===== config.mk =====
export PLATFORM = sky130hd
export DESIGN_NAME = sobel_frame_ctrl
export DESIGN_NICKNAME = d
export VERILOG_FILES = /design/src/rtl/sobel_ctrl_pkg.sv /design/src/rtl/sobel_pos_counter.sv /design/src/rtl/sobel_frame_ctrl.sv
export SDC_FILE = /design/constraint.sdc
export NUM_CORES = 1
export LEC_CHECK = 0
export CAP_MARGIN = 20
export CORE_MARGIN = 2
export CORE_UTILIZATION = 45
export CTS_CLUSTER_DIAMETER = 120
export DETAILED_ROUTE_END_ITERATION = 8
export GPL_TIMING_DRIVEN = 0
export PLACE_DENSITY_LB_ADDON = 0.1
export REMOVE_ABC_BUFFERS = 1
export SYNTH_ARGS = -nofsm -noshare
export SYNTH_HDL_FRONTEND = slang
export SYNTH_HIERARCHICAL = 1
export SYNTH_SLANG_ARGS = --single-unit
export TNS_END_PERCENT = 50

===== constraint.sdc =====
create_clock -name iCLK -period 3.7 [get_ports iCLK]
set_input_delay 1.11 -clock iCLK [delete_from_list [all_inputs] [get_ports iCLK]]
set_output_delay 1.11 -clock iCLK [all_outputs]
set_load 0.03 [all_outputs]

===== src/rtl/sobel_ctrl_pkg.sv =====
// Shared types and default geometry for the Sobel frame controller and the
// stream blocks that reuse its position counter.
package sobel_ctrl_pkg;

  typedef enum logic [1:0] {IDLE, PRIME, RUN, DONE} ctrl_state_t;

  typedef enum logic {FILT_VERT = 1'b0, FILT_HORZ = 1'b1} filt_mode_t;

  localparam int IMG_W_DEF = 1280;
  localparam int IMG_H_DEF = 960;
  localparam int CW_DEF    = 11;

endpackage


===== src/rtl/sobel_pos_counter.sv =====
// Column/row wrap counter for a pixel stream. iCLR restarts at (0,0) and may
// coincide with iEN, in which case the restarted position is the one counted.
// oX/oY/oLAST describe the pixel presented this cycle (after any clear).
module sobel_pos_counter #(
  parameter int IMG_W = 1280,
  parameter int IMG_H = 960,
  parameter int CW    = 11
) (
  input  logic          iCLK,
  input  logic          iRST,
  input  logic          iCLR,
  input  logic          iEN,
  output logic [CW-1:0] oX,
  output logic [CW-1:0] oY,
  output logic          oLAST_COL,
  output logic          oLAST
);

  logic [CW-1:0] xReg;
  logic [CW-1:0] yReg;

  assign oX        = iCLR ? '0 : xReg;
  assign oY        = iCLR ? '0 : yReg;
  assign oLAST_COL = (oX == CW'(IMG_W - 1));
  assign oLAST     = oLAST_COL && (oY == CW'(IMG_H - 1));

  // Advance one position per enabled pixel, wrapping at the end of each line.
  // NOTE: state is written with <= so every register samples pre-edge values.
  always_ff @(posedge iCLK or negedge iRST) begin
    if (!iRST) begin
      xReg <= '0;
      yReg <= '0;
    end else if (iEN) begin
      if (oLAST_COL) begin
        xReg <= '0;
        yReg <= oY + CW'(1);
      end else begin
        xReg <= oX + CW'(1);
        yReg <= oY;
      end
    end else if (iCLR) begin
      xReg <= '0;
      yReg <= '0;
    end
  end

endmodule


===== src/rtl/sobel_frame_ctrl.sv =====
// Frame sequencer for the greyscale -> line buffer -> 3x3 Sobel datapath.
// Tracks pixel position, flags a primed non-border window, latches the filter
// select once per frame and reports frame completion and stream errors.
// Optional build macro SOBEL_FRAME_CTRL_STATS_EN adds frame/drop counters.
module sobel_frame_ctrl
  import sobel_ctrl_pkg::*;
#(
  parameter int IMG_W = IMG_W_DEF,
  parameter int IMG_H = IMG_H_DEF,
  parameter int CW    = CW_DEF
) (
  input  logic          iCLK,
  input  logic          iRST,
  input  logic          iFVAL,
  input  logic          iDVAL,
  input  logic          iSW,
  output logic          oMODE,
  output logic          oPRIME,
  output logic          oWIN_VAL,
  output logic [CW-1:0] oCX,
  output logic [CW-1:0] oCY,
  output logic          oFRAME_DONE,
`ifdef SOBEL_FRAME_CTRL_STATS_EN
  output logic [15:0]   oFRAME_CNT,
  output logic [7:0]    oDROP_CNT,
`endif
  output logic          oERR
);

  ctrl_state_t   state;
  ctrl_state_t   nextState;
  filt_mode_t    modeReg;
  logic          fvalPrev;
  logic          fvalRise;
  logic          counted;
  logic          cntClr;
  logic          cntEn;
  logic          errSet;
  logic          doneSet;
  logic          dropSet;
  logic          latchMode;
  logic          winHit;
  logic [CW-1:0] posX;
  logic [CW-1:0] posY;
  logic          posLastCol;
  logic          posLast;

  assign fvalRise = iFVAL && !fvalPrev;
  assign counted  = iFVAL && iDVAL;
  assign winHit   = cntEn && (posX >= CW'(2)) && (posY >= CW'(2));
  assign oPRIME   = (state == PRIME);
  assign oMODE    = modeReg;

  sobel_pos_counter #(
    .IMG_W(IMG_W),
    .IMG_H(IMG_H),
    .CW   (CW)
  ) uPos (
    .iCLK     (iCLK),
    .iRST     (iRST),
    .iCLR     (cntClr),
    .iEN      (cntEn),
    .oX       (posX),
    .oY       (posY),
    .oLAST_COL(posLastCol),
    .oLAST    (posLast)
  );

  // FSM state register.
  always_ff @(posedge iCLK or negedge iRST) begin
    if (!iRST) state <= IDLE;
    else       state <= nextState;
  end

  // Next-state and per-cycle control strobes.
  // NOTE: every output gets a default first so no path can infer a latch.
  always_comb begin
    nextState = state;
    cntClr    = 1'b0;
    cntEn     = 1'b0;
    errSet    = 1'b0;
    doneSet   = 1'b0;
    dropSet   = 1'b0;
    latchMode = 1'b0;
    case (state)
      IDLE: begin
        if (fvalRise) begin
          latchMode = 1'b1;
          cntClr    = 1'b1;
          cntEn     = counted;
          nextState = PRIME;
        end
      end
      PRIME, RUN: begin
        if (!iFVAL) begin
          errSet    = 1'b1;
          dropSet   = 1'b1;
          nextState = IDLE;
        end else if (counted) begin
          cntEn = 1'b1;
          if (posLast) begin
            doneSet   = 1'b1;
            nextState = DONE;
          end else if (state == PRIME && posLastCol && posY == CW'(1)) begin
            nextState = RUN;
          end
        end
      end
      DONE: begin
        if (counted) errSet = 1'b1;
        if (!iFVAL)  nextState = IDLE;
      end
      default: nextState = IDLE;
    endcase
  end

  // Frame-level registers: edge detect, mode latch, window, done, error.
  // fvalPrev resets high so a frame already in flight at reset release is
  // ignored until iFVAL drops and rises again.
  always_ff @(posedge iCLK or negedge iRST) begin
    if (!iRST) begin
      fvalPrev    <= 1'b1;
      modeReg     <= FILT_VERT;
      oWIN_VAL    <= 1'b0;
      oCX         <= '0;
      oCY         <= '0;
      oFRAME_DONE <= 1'b0;
      oERR        <= 1'b0;
    end else begin
      fvalPrev    <= iFVAL;
      oWIN_VAL    <= winHit;
      oFRAME_DONE <= doneSet;
      if (latchMode) modeReg <= filt_mode_t'(iSW);
      if (winHit) begin
        oCX <= posX - CW'(1);
        oCY <= posY - CW'(1);
      end
      if (errSet) oERR <= 1'b1;
    end
  end

`ifdef SOBEL_FRAME_CTRL_STATS_EN
  // Completed-frame counter (wraps) and short-frame counter (saturates).
  always_ff @(posedge iCLK or negedge iRST) begin
    if (!iRST) begin
      oFRAME_CNT <= '0;
      oDROP_CNT  <= '0;
    end else begin
      if (doneSet) oFRAME_CNT <= oFRAME_CNT + 16'd1;
      if (dropSet && oDROP_CNT != 8'hFF) oDROP_CNT <= oDROP_CNT + 8'd1;
    end
  end
`endif

endmodule

---- Yosys cells after proc, flatten, opt, wreduce, memory -nomap -nowiden ----
Cells that the tools add are included.
Widths: inputs -> output; s select.
storage, ports and cells
  bits in registers ....................... 51
  output and inout port bits .............. 27
  logic and storage cells ................. 62
operators by class
  add/subtract/negate cells ............... 4
  order comparisons ....................... 2
  equality and inequality tests ........... 10
  muxes and demuxes ....................... 25
  reductions and logical operators ........ 11
operators with widths
  cell                   number
  $mux 11                6
  $add 11x1->11 const B  2
  $ge 11x2->1 const B    2
  $sub 11x1->11 const B  2
  $mux 2                 6
  $eq 11x1->1 const B    1
  $eq 11x10->1 const B   1
  $eq 11x11->1 const B   1
  $mux 1                 10
  $logic_and 1x1->1      7
  $pmux 2 s3             1
  $eq 2x2->1 const B     2
  $ne 2x2->1 const B     2
  $ne 4x4->1 const B     1
  $pmux 1 s2             2
  $reduce_and 4->1       1
  $ne 3x3->1 const B     1
  $eq 2x1->1 const B     1
  $logic_not 2->1        1
  $reduce_or 2->1        1
  $logic_not 1->1        1

---- Depth between registers and ports, before layout ----
  depth after elaboration ................. 13
  gate-level depth with buffers ........... 14

---- By module ----
The synthesis kept the hierarchy.
by module, submodules not included
  module             times used  cells an instance  area an instance (µm²)  seq. area each (µm²)
  sobel_frame_ctrl   1           146                1,707.9                 726.9
  sobel_pos_counter  1           125                1,281.2                 550.5

---- Worst setup path before layout ----
Ideal clock, no wire load.
  path type ............................... input-to-reg
  from .................................... in iFVAL
  to ...................................... reg oCX[8]
  library setup time ...................... 125 ps
  arrival ................................. 3,633 ps
  data required time ...................... 3,575 ps
  slack ................................... -58 ps
  stages on the path ...................... 11
  path buffers ............................ 2
  cells stage by stage .................... inv_1 -> nor3b_1 -> clkbuf_2 -> buf_1 -> nor2b_1 -> inv_1 -> ha_1 -> or4b_2 -> nor4_1 -> xor2_1 -> mux2_4
between the ends
  longest elaborated chain between the ends .. 7
  elaborated cells between the ends (all ways) .. 15
ends and longest elaborated chain
  what                            line                     RTL
  start, declared                 sobel_frame_ctrl.sv:14   input logic iFVAL,
  $logic_and 1x1->1 *             sobel_frame_ctrl.sv:48   assign fvalRise = iFVAL && !fvalPrev;
  $mux 1 *                        sobel_frame_ctrl.sv:87   if (fvalRise) begin
  $mux 1 *                        sobel_frame_ctrl.sv:85   case (state)
  named net cntClr                sobel_frame_ctrl.sv:36   logic cntClr;
  $mux 11 *                       --
  named net posX[1]               sobel_frame_ctrl.sv:43   logic [CW-1:0] posX;
  $ge 11x2->1                     sobel_frame_ctrl.sv:50   assign winHit = cntEn && (posX >= CW'(2)) && (posY >= CW'(2));
  $logic_and 1x1->1 (2 in a row)  sobel_frame_ctrl.sv:50
  end signal, assigned            sobel_frame_ctrl.sv:135  oCX <= posX - CW'(1);
  end, declared                   sobel_frame_ctrl.sv:20   output logic [CW-1:0] oCX,
Mark *: on every way through the listed nets, which the timed path passes. The rest lies on a longest branch.
A chain may end at the register's enable or synchronous reset.

---- Worst setup path after layout ----
Ends and elaborated chain as after synthesis.

==> key figures <==
Status
  – Status: complete, no violations

Yosys
  – Mux cell area share after synthesis: 11.8%
  – Synth async-reset ratio: 100%
  – Number of distinct library cells after synthesis: 46
  – Compound-cell area share of the yosys netlist: 2.97%
  – Mean Syn Cell Area: 11.0 um2
  – Simple-Gate Fraction of Synth Area: 24.1%
  – Netlist Area Pre-Place: 2990 um2
  – Number of enable flip-flop cells after synthesis: 0
  – Yosys warning total: 6
  – Sequential share of the synthesized area: 42.7%
  – Cells after Synth: 271
  – Largest family of logic cells by synthesized area: simple AND/OR/NAND/NOR gates
  – Post-synthesis xor/xnor area fraction: 10.3%
  – Top_reg_cell synth: dfrtp_1
  – Synthesized flop and latch total: 51
  – Post-Synth Adder-Cell Area: 4.19%

Worst setup path
  – Critical Path End: oCX[8]
  – Worst r2r path cells: 11
  – Reg2reg setup slack: 680 ps
  – FF-to-FF Start: state[0]
  – Worst-path fanout max: 14
  – CP startpoint kind: input pin
  – Crit path from: iFVAL
  – Critical path data arrival time: 3710 ps
  – Setup CP Type: in -> reg
  – Endpoint of the worst register-to-register path: oCX[3]
  – Critical Path End Type: register
  – CP required: 3890 ps

Clock tree
  – Clock Latency Late Sink: 300 ps
  – CTS tree: built
  – Root Buffer Master: clkbuf_8
  – Clock Path Buffers: 2
  – Num CTS Buffers: 5
  – Hold-fix buffers, CTS: 0
  – Clock Pin Slew Worst Setup and Hold Paths: 90 ps
  – # clock sinks: 51
  – H-Tree Depth: 2

Layout
  – Final instance area: 3640 um2
  – Multi-input gate area: 1640 um2
  – Ratio of cells with drive above 1 in the final layout: 19.2%
  – # nets final: 326
  – Number of diodes: 0
  – Register area: 1280 um2
  – P&R area growth vs syn: 21.8%
  – Commonest non-fill, non-tap cell in the layout: dfrtp_1
  – Fillers: 555
  – Most frequent cells in the layout: dfrtp_1, clkdlybuf4s50_1, nor2b_1, xnor2_1, nor2_1

STA
  – Pins Over Slew Limit: 0
  – Fmax: 284 MHz
  – Final hold vios: 0
  – Hold Worst Slack: 503 ps
  – Slew headroom: 50.4%
  – Worst setup margin: 179 ps
  – RSZ-0062 raised after global routing: no
  – Slew @ Worst Pin: 742 ps
  – Tcrit/Tclk final: 95.2%
  – Min Tclk post-route: 3520 ps
  – Final Skew: 7.76 ps
  – Final setup fails: 0

Drt
  – Post-route ant nets: 0
  – # DRC: 0
  – DR vias/cell: 5.27
  – WL/cell: 15.3 um
  – 1st-pass router iterations: 4
  – DR iter-0 viols: 82
  – Overall routed net length: 5950 um
  – Total number of vias: 2,050

GRT
  – Largest net degree at the start of global routing: 39
  – Gr ovfl total: 0
  – Initial antenna violation count: 0
  – Vias in the first global route: 2,034
  – Overall routing resource usage: 17.2%
  – First-pass GRT wire length: 9960 um

Floorplan
  – Chip Width: 85.5 um
  – Die height: 85.5 um
  – Starting Density: 46.8%
  – Core area: 6390 um2
  – Rows: 29
  – Die area: 7310 um2
  – Top Ports: 32

Power and ir drop
  – Power Density: 421 nW/um2
  – Peak supply drop: 0.000309 V
  – Power Total: 1.53 mW
  – Leak: 1.68 nW

Placement
  – DP HPWL: 4280 um
  – Gpl congestion: 0.831
  – Pre-CTS WS: -973 ps
  – IO buf count: 31
  – Placed cell areas: 3420 um2

Min path
  – HP Class: reg -> reg

Job
  – Max-cap check violation count: 0
[logic make-up after synthesis]
| logic type | Yosys count |
|---|---|
| AO/OA/AOI/OAI | 13 |
| XOR/XNOR | 35 |
| adder cells (fa/ha/maj) | 10 |
| buffers and inverters | 25 |
| flip-flops | 51 |
| multiplexers | 26 |
| AND/OR/NAND/NOR | 111 |
[final cells by class]
class,count,area share [%]
multi-input cells,195,45.1
flip-flops and latches,51,35.1
repair buffers,41,11.8
well taps,77,2.65
clock buffers,6,1.99
inverters,17,1.75
clock inverters,2,1.65
[layer usage]
layer | track usage, % | vias to the layer above | wire length, um
met1 | 23.1 | 1005 | 2880
li1 | - | 1013 | -
met4 | 4.76 | 0 | 44
met2 | 28.7 | 28 | 2880
met3 | 2.98 | 4 | 149
met5 | 0 | - | 0
[cells in the mapped netlist, types with 2 or more instances]
cell type   n  area share (%)
dfrtp_1    50              42
a21oi_1     3            0.50
or4_1       3            0.75
nand3_1     8             1.3
nand3b_1    2            0.50
mux2_4     17             8.5
o2bb2ai_1   2            0.59
nor4_1      5             1.0
nand2_1     9             1.1
and3_1      5             1.0
nand4_1     3            0.63
ha_1       10             4.2
o21ai_0     3            0.50
xnor2_1    19             5.6
mux2i_1     3             1.0
and4_1      3            0.88
nand2b_1    4            0.84
inv_1      17             2.1
nor2b_1    22             4.6
nor2_1     18             2.3
mux2_2      6             2.3
xor2_1     16             4.7
buf_6       3             1.1
nand4b_1    6             1.8
nand3_2     3             1.0
clkbuf_1    2            0.25
nor3_1     10             1.7
[per-stage QoR]
step | cells | util [%] | setup TNS, ps
2_1_floorplan | 263 | - | -50880
3_3_place_gp | 371 | 52.3 | -177490
3_5_place_dp | 376 | 53.6 | -34860
4_1_cts | 389 | 56.6 | 0
5_1_grt | 389 | 57.0 | 0
6_report | 389 | 57.0 | 0
[worst min path at each step]
stage	start	endpoint	slack, ps	cells past startpoint
5_1_grt	oCY[5]	oCY[5]	530	1
6_report	oERR	oERR	500	1
4_1_cts	oERR	oERR	500	1
2_1_floorplan	state[1]	state[1]	480	1
3_3_place_gp	oERR	oERR	460	1
3_5_place_dp	oERR	oERR	480	1
[power by group]
part,switching (mW),internal (mW),total [mW]
logic,0.270,0.207,0.477
registers,0.0189,0.586,0.605
clock network,0.181,0.270,0.451
total,0.469,1.06,1.53
[state kept, by name (all words and copies together) (netlist names)]
name	cells
fvalPrev	1
uPos/xReg	11
state	2
oERR	1
oCY	11
uPos/yReg	11
oCX	11
oMODE	1
oWIN_VAL	1
oFRAME_DONE	1
[worst max-delay path, cell delays in order]
cell             delay (ps)
clkdlybuf4s15_1         310
inv_1                   140
nor3b_4                 220
buf_6                   190
buf_6                   160
nor2b_4                  70
inv_1                    60
ha_1                    190
or4b_2                  680
nor4_2                  210
xor2_1                  110
mux2_4                  260
[what timing repair did]
item	in CTS	in global routing
gates resized for setup	4	7
buffers inserted	5	0
gates cloned	0	0
pin swaps	3	0
endpoints found under the setup margin	41	3
Note: power is estimated with default switching activity, not from simulation.
